File: src/rtl/hazard_ctrl.sv
// Pipeline hazard control: operand forwarding, load-use stall and jump flush.
// Optional saturating stall/flush counters with HAZARD_STATS_EN.
module hazard_ctrl #(
    parameter int REG_ADDR_W  = 2,
    parameter int FLUSH_DEPTH = 2
) (
    input  logic                  clock,
    input  logic                  reset,
    input  logic                  id_valid,
    input  logic [REG_ADDR_W-1:0] id_rs1,
    input  logic [REG_ADDR_W-1:0] id_rs2,
    input  logic                  id_rs1_used,
    input  logic                  id_rs2_used,
    input  logic [REG_ADDR_W-1:0] id_rd,
    input  logic                  id_wr,
    input  logic                  id_rm,
    input  logic                  br_taken,
    output logic [1:0]            fwd_a,
    output logic [1:0]            fwd_b,
    output logic                  stall,
    output logic [2:0]            flush
`ifdef HAZARD_STATS_EN
    ,
    output logic [15:0]           stall_cnt,
    output logic [15:0]           flush_cnt
`endif
);

    localparam logic [3:0] FLUSH_ONES = 4'((1 << FLUSH_DEPTH) - 1);
    localparam logic [2:0] FLUSH_MASK = FLUSH_ONES[2:0];

    typedef struct packed {
        logic                  valid;
        logic [REG_ADDR_W-1:0] rd;
        logic                  wr;
        logic                  rm;
    } sb_t;

    // index 0 = EX, 1 = MEM, 2 = WB
    sb_t sb [3];
    sb_t ex_nxt;
    sb_t mem_nxt;
    logic load_use;

    function automatic logic [1:0] src_sel(
        input logic [REG_ADDR_W-1:0] rs,
        input logic                  used,
        input sb_t                   ex,
        input sb_t                   mem
    );
        logic ex_hit;
        logic mem_hit;
        ex_hit  = used & ex.valid & ex.wr & (ex.rd == rs);
        mem_hit = used & mem.valid & mem.wr & (mem.rd == rs);
        if (ex_hit)
            return 2'b01;
        else if (mem_hit)
            return 2'b10;
        else
            return 2'b00;
    endfunction

    always_comb begin
        load_use = id_valid & sb[0].valid & sb[0].rm & sb[0].wr &
                   ((id_rs1_used & (sb[0].rd == id_rs1)) |
                    (id_rs2_used & (sb[0].rd == id_rs2)));
        stall = load_use & ~br_taken & ~reset;
        flush = (br_taken & ~reset) ? FLUSH_MASK : 3'b000;
    end

    always_comb begin
        ex_nxt       = '0;
        ex_nxt.valid = id_valid & ~stall & ~flush[1];
        ex_nxt.rd    = id_rd;
        ex_nxt.wr    = id_wr;
        ex_nxt.rm    = id_rm;
        mem_nxt       = sb[0];
        mem_nxt.valid = sb[0].valid & ~flush[2];
    end

    always_ff @(posedge clock) begin
        if (reset) begin
            sb[0] <= '0;
            sb[1] <= '0;
            sb[2] <= '0;
            fwd_a <= 2'b00;
            fwd_b <= 2'b00;
        end else begin
            sb[2] <= sb[1];
            sb[1] <= mem_nxt;
            sb[0] <= ex_nxt;
            // a taken jump leaves no stale forward into the squashed slot
            if (br_taken) begin
                fwd_a <= 2'b00;
                fwd_b <= 2'b00;
            end else begin
                fwd_a <= src_sel(id_rs1, id_rs1_used, sb[0], sb[1]);
                fwd_b <= src_sel(id_rs2, id_rs2_used, sb[0], sb[1]);
            end
        end
    end

`ifdef HAZARD_STATS_EN
    always_ff @(posedge clock) begin
        if (reset) begin
            stall_cnt <= 16'h0000;
            flush_cnt <= 16'h0000;
        end else begin
            if (stall && stall_cnt != 16'hFFFF)
                stall_cnt <= stall_cnt + 16'h0001;
            if (br_taken && flush_cnt != 16'hFFFF)
                flush_cnt <= flush_cnt + 16'h0001;
        end
    end
`endif

endmodule

File: config.mk
export PLATFORM = sky130hd
export DESIGN_NAME = hazard_ctrl
export DESIGN_NICKNAME = d
export VERILOG_FILES = /design/src/rtl/hazard_ctrl.sv
export SDC_FILE = /design/constraint.sdc
export NUM_CORES = 1
export LEC_CHECK = 0
export CAP_MARGIN = 20
export CORE_MARGIN = 2
export CORE_UTILIZATION = 35
export CTS_CLUSTER_DIAMETER = 30
export DETAILED_ROUTE_END_ITERATION = 10
export PLACE_DENSITY = 0.7
export RECOVER_POWER = 25
export REMOVE_ABC_BUFFERS = 1
export SYNTH_ARGS = -nofsm -noshare
export SYNTH_HDL_FRONTEND = slang
export SYNTH_SLANG_ARGS = --single-unit
File: constraint.sdc
create_clock -name clock -period 1.21 [get_ports clock]
set_input_delay 0.242 -clock clock [delete_from_list [all_inputs] [get_ports clock]]
set_output_delay 0.242 -clock clock [all_outputs]
set_load 0.03 [all_outputs]
Word-level counts from Yosys, hierarchy flattened
Memory sizes are Yosys's and may differ from the RTL's.
Cells that the tools add are included.
{"block": "classes", "n_eq_ne": 4, "mux": 11, "bitwise_logic": 33, "n_reduce_logical": 3}
{"operator": "AND 1 bit", "n": 24}
{"operator": "two-way mux 5 bit", "n": 3}
{"operator": "== test 2 bit", "n": 4}
{"operator": "two-way mux 2 bit", "n": 3}
{"operator": "OR reduction 3 bit", "n": 2}
{"operator": "two-way mux 1 bit", "n": 5}
{"operator": "NOT 1 bit", "n": 4}
{"operator": "OR 1 bit", "n": 4}
{"operator": "OR reduction 2 bit", "n": 1}
{"operator": "NOT 1 bit (first input constant)", "n": 1}
{"block": "word_totals", "ff_bits": 4, "ram_bits": 15, "out_inout_bits": 8, "mem_count": 1}
{"memory": "sb", "depth": 3, "width": 5, "read_ports": 2, "rd_ports_with_merged_regs": 0, "write_ports": 3, "line": "40", "text": "sb_t sb [3];"}

Depth between registers and ports, before layout
An unclocked memory read counts as a cell.
{"block": "logic_depth", "ltp_word": 11, "depth_mapped": 3}

Worst setup path after synthesis
Ideal clock, no wire load.
{"block": "synth_path", "kind": "register to output", "from": "mem sb[0][3] (netlist bit)", "to": "out stall", "t_arrival_ps": 1328, "required_ps": 968, "setup_slack_ps": -360, "stages_incl_launch_ff": 4, "n_path_buf": 0, "cell_sequence": "dfxtp_1 -> xor2_1 -> or3_4 -> a211oi_2"}
{"element": "start, declared", "line": "40"}
{"element": "end, declared", "line": "20", "text": "output logic stall,"}

==> flow_summary.yaml <==
grt:
  grt_pass1_vias: 470
  grt_max_degree: 12
  grt_overflow: 0
  grt_pass1_wl_um: 2060
  antenna_found_initial: 0
  grtUsageTotal: 0.155
worst_setup_path:
  worstPathArrival_ns: 1.53
  crit_chain: "xor2_2, or3_4, a211oi_2, buf_4"
  crit_slowest_cell: "or3_4"
  crit_buf_inv: 1
  cp.required_ns: 0.97
  worst_setup_path_start_kind: "register"
  path_max_fanout: 2
  critPathCaptureType: "output port"
  cp_top_family: "simple AND/OR/NAND/NOR gates"
  critPathMaxStageDelay_ns: 0.38
  worst-setup-path-type: "register to output port"
floorplan:
  io-pin-count: 22
  die_h_um: 43.3
  fp.dieArea_mm2: 0.00187
  start_util: 0.366
  die_w_um: 43.3
  row_count: 14
  core-area_mm2: 0.00147
synthesis:
  syn_inst: 52
  ys_types: 20
  synth_top_area_frac: 0.483
  netlist.top_cell.by_area: "dfxtp_1"
  seq_area_frac_synth: 0.483
  ys_seq_elements: 13
  synth_area_per_cell_um2: 10.4
  synth_top_cells_by_area: "dfxtp_1 (48%), nor2b_1 (10%), xor2_1 (9.7%), o2111a_1 (4.2%), xnor2_1 (3.2%)"
  ys_warn_count: 0
  synthesis.area_um2: 539
routing:
  wl_um: 1170
  drt_pass1_iterations: 3
  via_per_inst: 4.57
  drc: 0
  drt-initial-drc-count: 3
  dr_total_vias: 466
  ant_nets: 0
  post_drt_wl_per_cell_um: 11.5
placement:
  dp.cells: 95
  dp_hpwl_um: 831
  place_ws_ns: -0.687
  io_buffers: 20
  place.gp.congestion: 0.728
hold_path:
  hp-class: "input port to register"
pwr:
  p_comb_frac: 0.192
  p_int_uw: 671
  seq_power_share: 0.497
  p_clk_frac: 0.312
  p_per_area_mw_per_mm2: 1000
  p_sw_frac: 0.259
  p_switching_uw: 235
  vdd_ir_drop_max_mv: 0.640
  power_leakage_uw: 0.000385
outcome:
  status: "complete, but fails checks"
  violations: "setup timing"
cells_and_area:
  fin_nets: 101
  num_antenna_cells: 0
  post-route-util: 0.614
  n_fill_cell: 135
  drive_gt1_frac: 0.384
  final_cells: 102
  syn_to_final_growth_pct: 67.5
cts:
  cts_max_level: 1
  insertion_delay_ns: 0.29
  max-clock-path-buffers: 2
  cts_hold_buffers: 0
  cts_inserted_buffers: 3
  clock_sinks: 13
  cts_root_buffer: "clkbuf_4"
  clkTransAtPathRegs_ns: 0.08
  cts_tree: "done"
timing:
  fin_skew_ns: 0.00580
  clock.fmax_mhz: 565
  relSlewSlack: 0.636
  postLayoutSetupSlackWorst_ns: -0.560
  finalSetupViolCount: 4
  hold_viol: 0
  hold_ws_ns: 0.376
  fin_crit_sh: 1.46
  worst_pin_slew_ns: 0.546
  fin_crit_ns: 1.77
  rsz0062_at_grt: "yes"
  slew_violations: 0
flow_run:
  maxCapViolCount: 0
[cell usage after synthesis]
library cell / count
xnor2_1: 2
buf_1: 1
conb_1: 1
a211oi_2: 1
o21a_1: 1
or3_4: 1
nor4_2: 1
nor3b_1: 1
inv_2: 1
xor2_1: 6
buf_4: 2
dfxtp_1: 13
nor2_1: 3
nor4_1: 1
nand3_1: 2
o41a_1: 1
and3_1: 1
nand2_1: 2
nor2b_1: 9
o2111a_1: 2
[final timing paths]
check / startpoint / end / slack [ns] / cells after the start
max: sb[0][3]$_SDFF_PP0_ / stall / -0.56 / 4
min: id_rs1_used / fwd_a[1]$_SDFF_PP0_ / 0.38 / 2
max reg2reg: sb[0][3]$_SDFF_PP0_ / fwd_a[1]$_SDFF_PP0_ / -0.34 / 6
min reg2reg: sb[0][1]$_SDFF_PP0_ / sb[0][6]$_SDFF_PP0_ / 0.48 / 1
[layout make-up]
class | count | area [um^2] | area share
well taps | 16 | 20.0 | 0.0222
inverters | 1 | 3.75 | 0.00416
clock buffers | 4 | 26.3 | 0.0291
flip-flops and latches | 13 | 263 | 0.291
repair buffers | 33 | 284 | 0.314
multi-input cells | 35 | 307 | 0.339
[cell usage in the layout, fill, tap and decap left out, types with 2 or more instances in the layout]
| master | Yosys | routed |
|---|---|---|
| buf_4 | 2 | 10 |
| buf_6 | 0 | 5 |
| clkbuf_1 | 0 | 3 |
| clkbuf_2 | 0 | 2 |
| clkbuf_4 | 0 | 3 |
| clkdlybuf4s50_1 | 0 | 8 |
| dfxtp_1 | 13 | 11 |
| dfxtp_2 | 0 | 2 |
| dlygate4sd2_1 | 0 | 5 |
| nand2_1 | 2 | 2 |
| nor2_1 | 3 | 3 |
| nor2b_1 | 9 | 8 |
| o2111a_1 | 2 | 2 |
| xnor2_2 | 0 | 2 |
| xor2_1 | 6 | 5 |
[metrics by stage]
stage	power [uW]	TNS [ns]	instance area (um^2)
floorplan	515	-0.573	520
global placement	606	-3.00	806
detailed placement	609	-3.07	806
CTS	914	-0.998	895
global route	964	-1.53	903
finish	906	-1.21	903
[kinds of logic (layout without fill, tap and decap cells)]
family	count (synthesis)	after routing	synth area share
simple gates	21	21	0.239
flops	13	13	0.483
xor+xnor	8	8	0.130
compound gates	5	5	0.0998
buf+inv	4	38	0.0417
other cells	1	1	0.00695
[state kept, by name, indices dropped and copies added (netlist names)]
name / cells
fwd_a: 2
fwd_b: 2
sb: 9
[repair_timing]
item                                    in CTS  in global routing
endpoints found under the setup margin      11                  7
setup buffers                                2                  2
resized for setup                           24                  7
pin swaps                                    3                  3
[power groups by stage]
stage | Clock, uW | Combinational [uW] | Sequential, uW
finish | 282 | 174 | 450
global route | 322 | 190 | 453
CTS | 295 | 169 | 450
detailed placement | 0 | 150 | 459
global placement | 0 | 148 | 458
floorplan | 0 | 56.4 | 458
[worst register-to-register path, cell delays in order, from the launching register on]
cell and delay (ns):
dfxtp_2 0.34, xor2_2 0.14, or3_4 0.38, buf_4 0.14
buf_6 0.10, buf_6 0.11, o2111a_1 0.23
[per-layer routing]
metal,wire length [um],GRT usage,vias up,part of all wire
met4,46,0.127,0,0.039
li1,-,-,240,-
met2,595,0.245,13,0.51
met3,61,0.0255,5,0.052
met5,0,0,-,0
met1,471,0.181,208,0.40
Power figures use the tool's default switching activity.
